[src/rtl/evict_write_buffer.sv]
// evict_write_buffer: posted write buffer holding dirty victim lines between the
// L1 data cache and physical memory, drained one line at a time over the
// level-held pmem_write/pmem_resp handshake.
// Optional feature macro EVICT_WB_FORWARD_EN: read-miss lookup forwarding plus
// push coalescing. Without it, lookup outputs are 0 and every push allocates.
module evict_write_buffer #(
    parameter int unsigned DEPTH = 2
) (
    input  logic         clk,
    input  logic         rst_n,
    input  logic         push_valid,
    output logic         push_ready,
    input  logic [15:0]  push_addr,
    input  logic [127:0] push_data,
    output logic         pmem_write,
    output logic [15:0]  pmem_address,
    output logic [127:0] pmem_wdata,
    input  logic         pmem_resp,
    input  logic [15:0]  lookup_addr,
    output logic         lookup_hit,
    output logic [127:0] lookup_data,
    output logic         empty
);
    localparam int unsigned PW = (DEPTH > 1) ? $clog2(DEPTH) : 1;
    localparam int unsigned CW = PW + 1;
    localparam int unsigned TW = 12;
    localparam int unsigned LW = 128;

    localparam logic [1:0] S_IDLE  = 2'd0;
    localparam logic [1:0] S_WRITE = 2'd1;
    localparam logic [1:0] S_GAP   = 2'd2;

    logic [TW-1:0]    tag_q  [DEPTH];
    logic [LW-1:0]    data_q [DEPTH];
    logic [DEPTH-1:0] valid_q;
    logic [PW-1:0]    head_q;
    logic [PW-1:0]    tail_q;
    logic [CW-1:0]    count_q;
    logic [1:0]       state_q;
    logic [1:0]       state_d;
    logic             write_q;
    logic             write_d;

    logic             push_fire;
    logic             pop;
    logic             alloc;
    logic [PW-1:0]    wr_idx;

    assign push_ready   = (count_q != CW'(DEPTH));
    assign push_fire    = push_valid & push_ready;
    assign pop          = (state_q == S_WRITE) & pmem_resp;
    assign pmem_write   = write_q;
    assign pmem_address = {tag_q[head_q], 4'h0};
    assign pmem_wdata   = data_q[head_q];
    assign empty        = (count_q == '0) && (state_q == S_IDLE);

`ifdef EVICT_WB_FORWARD_EN
    logic unused_bits;
    assign unused_bits = ^{push_addr[3:0], lookup_addr[3:0]};

    // Choose push slot: newest matching non-head line, else idle head, else tail
    always_comb begin
        logic [PW-1:0] idx;
        idx    = '0;
        wr_idx = tail_q;
        alloc  = 1'b1;
        if (valid_q[head_q] && (tag_q[head_q] == push_addr[15:4]) && (state_q != S_WRITE)) begin
            wr_idx = head_q;
            alloc  = 1'b0;
        end
        for (int unsigned k = 1; k < DEPTH; k++) begin
            idx = head_q + PW'(k);
            if (valid_q[idx] && (tag_q[idx] == push_addr[15:4])) begin
                wr_idx = idx;
                alloc  = 1'b0;
            end
        end
    end

    // Forwarding lookup over buffered lines, walking oldest to newest so newest wins
    always_comb begin
        logic [PW-1:0] idx;
        idx         = '0;
        lookup_hit  = 1'b0;
        lookup_data = '0;
        for (int unsigned k = 0; k < DEPTH; k++) begin
            idx = head_q + PW'(k);
            if (valid_q[idx] && (tag_q[idx] == lookup_addr[15:4])) begin
                lookup_hit  = 1'b1;
                lookup_data = data_q[idx];
            end
        end
    end
`else
    logic unused_bits;
    assign unused_bits = ^{push_addr[3:0], lookup_addr};

    // Every push allocates at the tail; no forwarding path
    assign wr_idx      = tail_q;
    assign alloc       = 1'b1;
    assign lookup_hit  = 1'b0;
    assign lookup_data = '0;
`endif

    // Drain FSM next-state: IDLE -> WRITE -> GAP -> IDLE
    always_comb begin
        state_d = state_q;
        case (state_q)
            S_IDLE:  if ((count_q != '0) || push_fire) state_d = S_WRITE;
            S_WRITE: if (pmem_resp) state_d = S_GAP;
            S_GAP:   state_d = S_IDLE;
            default: state_d = S_IDLE;
        endcase
    end

    assign write_d = (state_d == S_WRITE);

    // FSM state and registered write request
    always_ff @(posedge clk or negedge rst_n) begin
        if (!rst_n) begin
            state_q <= S_IDLE;
            write_q <= 1'b0;
        end else begin
            state_q <= state_d;
            write_q <= write_d;
        end
    end

    // Head/tail pointers and occupancy; coalesced pushes do not move the tail
    always_ff @(posedge clk or negedge rst_n) begin
        if (!rst_n) begin
            head_q  <= '0;
            tail_q  <= '0;
            count_q <= '0;
        end else begin
            if (pop) head_q <= head_q + PW'(1);
            if (push_fire && alloc) tail_q <= tail_q + PW'(1);
            case ({push_fire && alloc, pop})
                2'b10:   count_q <= count_q + CW'(1);
                2'b01:   count_q <= count_q - CW'(1);
                default: count_q <= count_q;
            endcase
        end
    end

    // Line storage: write on push, invalidate head on completed drain
    always_ff @(posedge clk or negedge rst_n) begin
        if (!rst_n) begin
            valid_q <= '0;
            for (int unsigned i = 0; i < DEPTH; i++) begin
                tag_q[i]  <= '0;
                data_q[i] <= '0;
            end
        end else begin
            if (pop) valid_q[head_q] <= 1'b0;
            if (push_fire) begin
                valid_q[wr_idx] <= 1'b1;
                tag_q[wr_idx]   <= push_addr[15:4];
                data_q[wr_idx]  <= push_data;
            end
        end
    end

endmodule

[config.mk]
export PLATFORM = sky130hd
export DESIGN_NAME = evict_write_buffer
export DESIGN_NICKNAME = d
export VERILOG_FILES = /design/src/rtl/evict_write_buffer.sv
export SDC_FILE = /design/constraint.sdc
export NUM_CORES = 1
export LEC_CHECK = 0
export CELL_PAD_IN_SITES_DETAIL_PLACEMENT = 0
export CELL_PAD_IN_SITES_GLOBAL_PLACEMENT = 1
export CORE_MARGIN = 2
export CORE_UTILIZATION = 35
export CTS_CLUSTER_DIAMETER = 150
export CTS_CLUSTER_SIZE = 10
export DETAILED_ROUTE_END_ITERATION = 7
export PLACE_DENSITY = 0.81
export SYNTH_ARGS = -nofsm -noshare
export SYNTH_HDL_FRONTEND = slang
export SYNTH_SLANG_ARGS = --single-unit
[constraint.sdc]
create_clock -name clk -period 1.75 [get_ports clk]
set_clock_uncertainty 0.2 [all_clocks]
set_input_delay 0.35 -clock clk [delete_from_list [all_inputs] [get_ports clk]]
set_output_delay 0.35 -clock clk [all_outputs]
set_load 0.05 [all_outputs]
==> qor.yml <==
cts:
  cts_buffers: 34
  path_clk_slew_ns: 0.06
  cts_tree: "done"
  clockBufferDepth: 3
  htreeDepth: 2
  cts-root-buf: "clkbuf_16"
  clock_latency_ns: 0.52
  numClockSinks: 287
die:
  pin_count: 440
  start_util_pct: 35.3
  die_y_um: 207
  num_rows: 74
  die-area_sq_um: 42800
  die_w_um: 207
  coreArea_sq_um: 40700
worst_setup_path:
  cpPeakStageDelay_ns: 0.50
  crit_buf_inv: 3
  crit_slowest_cell: "dfrtp_4"
  path_cells: "buf_12 > buf_12 > mux2_4 > buf_4"
  start_kind: "register"
  crit_top_cell: "buf_12"
  cp_max_fo: 17
  crit_type: "register to output pin"
  cp.arrival_ns: 1.88
  worstPathRequired_ns: 1.20
  cp_top_family: "buffers and inverters"
  crit_path_end_kind: "output pin"
global_routing:
  grt_use_total_pct: 14.8
  grt_first_pass_wirelength_mm: 49.6
  grt_pass1_vias: 8792
  antenna_found_initial: 1
  overflow: 0
  grt_max_degree: 62
yosys:
  synth_cell_types: 20
  syn_area_per_cell_sq_um: 15.9
  synth-seq-cells: 287
  yosysWarningCount: 0
  synthCells: 907
  synth_area_sq_um: 14400
  ys_seq_area_share_pct: 49.9
detailed_routing:
  route.detailed.drc: 0
  wl_mm: 34.1
  num_vias: 8195
  dr.pass1.iters: 4
  detail_route.wl_per_cell_um: 18.4
  drtAntennaViolNets: 0
  drt-initial-drc-count: 286
  vias_per_cell: 4.42
final_layout:
  post-route-util_pct: 50.1
  syn_to_final_growth_pct: 41.7
  layout_commonest_cell: "mux2_4"
  drive_gt1_share_pct: 56.4
  nets: 1485
  diodes: 0
  fill_cells: 3407
  final_cell_mix: "339 x mux2_4, 285 x dfrtp_1, 164 x buf_6, 142 x clkdlybuf4s50_1, 133 x conb_1"
sta:
  period_needed_ns: 2.43
  fin_ws_ns: -0.678
  rsz0062_at_grt: "true"
  setup_viol: 422
  drv_slew: 0
  period_share_pct: 139
  fmax_mhz: 412
  hold_viol: 0
placed_design:
  port_buffers: 286
  gp_congestion: 0.801
  dp_hpwl_mm: 22.8
  place_ws_ns: -0.405
status:
  failed_checks: "setup timing"
  status: "finished, violations left"
min_path:
  hp-class: "input port to asynchronous set/reset pin"
run:
  maxCapViolations: 0
-- Yosys cell counts --
cell type  instances  area [sq um]
buf_2              9          45.0
nand2b_4           1          13.8
nand2_1            2          7.51
xor2_1             2          17.5
mux2_2           220          2480
and3_4             1          11.3
buf_6              2          22.5
and3b_1            1          8.76
clkbuf_1           3          11.3
mux2_4           200          3000
nor2_1             5          18.8
buf_4            141          1060
nor4_1             1          6.26
xnor2_1            3          26.3
buf_12            22           440
o41ai_1            1          8.76
conb_1             1          3.75
ha_1               1          12.5
buf_1              4          15.0
dfrtp_1          287          7180
-- stage by stage --
step / hold slack, ns / std cells / TNS [ns] / cell area [sq um]
after global placement: 0.0425 / 1769 / -112.93 / 17900
after CTS: 0.0748 / 1829 / -117.32 / 19700
after global routing: 0.108 / 1856 / -142.28 / 20400
after floorplan: -0.146 / 1039 / -31.25 / 15300
final: 0.110 / 1856 / -120.07 / 20400
after detailed placement: 0.0448 / 1769 / -112.58 / 17900
-- worst register-to-register path, cell delays in order (launching register included) --
cell,delay (ns)
dfrtp_1,0.39
buf_6,0.13
nand2b_4,0.07
and3b_4,0.24
buf_6,0.13
buf_12,0.14
buf_12,0.13
buf_16,0.12
mux2_4,0.30
-- flip-flops by register name (all words and copies together), names as in the netlist --
name / cells
pmem_write: 1
tail_q: 1
data_q: 256
count_q: 2
tag_q: 24
state_q: 2
head_q: 1
-- logic make-up (layout without fill, tap and decap cells) --
kind of cell	count (synthesis)	after routing	share of synthesized area, %
muxes	420	420	38.1
other	1	133	0.0261
adders and majority gates	1	1	0.0869
and+or+nand+nor	11	11	0.461
DFF	287	287	49.9
xor gates and xnor gates	5	5	0.304
buffers and inverters	181	466	11.1
AOI/OAI and AO/OA	1	1	0.0609
-- per-layer routing --
layer	GRT usage, %	vias to the layer above	wire, um
met4	4.51	2	533
li1	-	3700	-
met5	0	-	13
met1	19.6	4209	14900
met2	22.9	243	15800
met3	5.27	41	2830
-- final timing paths --
check | endpoint | slack, ns | cells past startpoint | from
max | pmem_wdata[80] | -0.68 | 4 | head_q
min | data_q[66] | 0.11 | 2 | rst_n
max reg2reg | data_q[216] | -0.21 | 8 | count_q[1]
min reg2reg | data_q[120] | 0.30 | 1 | data_q[120]
max in group asynchronous | head_q | 0.57 | 3 | rst_n
min in group clk | data_q[253] | 0.26 | 2 | push_data[125]
-- layout make-up --
cell class	count	area (sq um)	share of cell area (%)
clock buffers	39	933	4.58
clock inverters	1	5.00	0.0245
multi-input cells	571	6650	32.6
flip-flops and latches	287	7190	35.2
well taps	532	666	3.26
repair buffers	426	4950	24.3
-- what timing repair did --
item,in CTS,in global routing
endpoints found under the setup margin,194,414
setup buffers,14,32
endpoints found under the hold margin,276,0
hold buffers,1,0
resized for setup,145,119
pin swaps,1,2
gates cloned,5,7
Power is not shown: default switching activity piles up to over one toggle a cycle in this logic, so the estimate is an artifact.
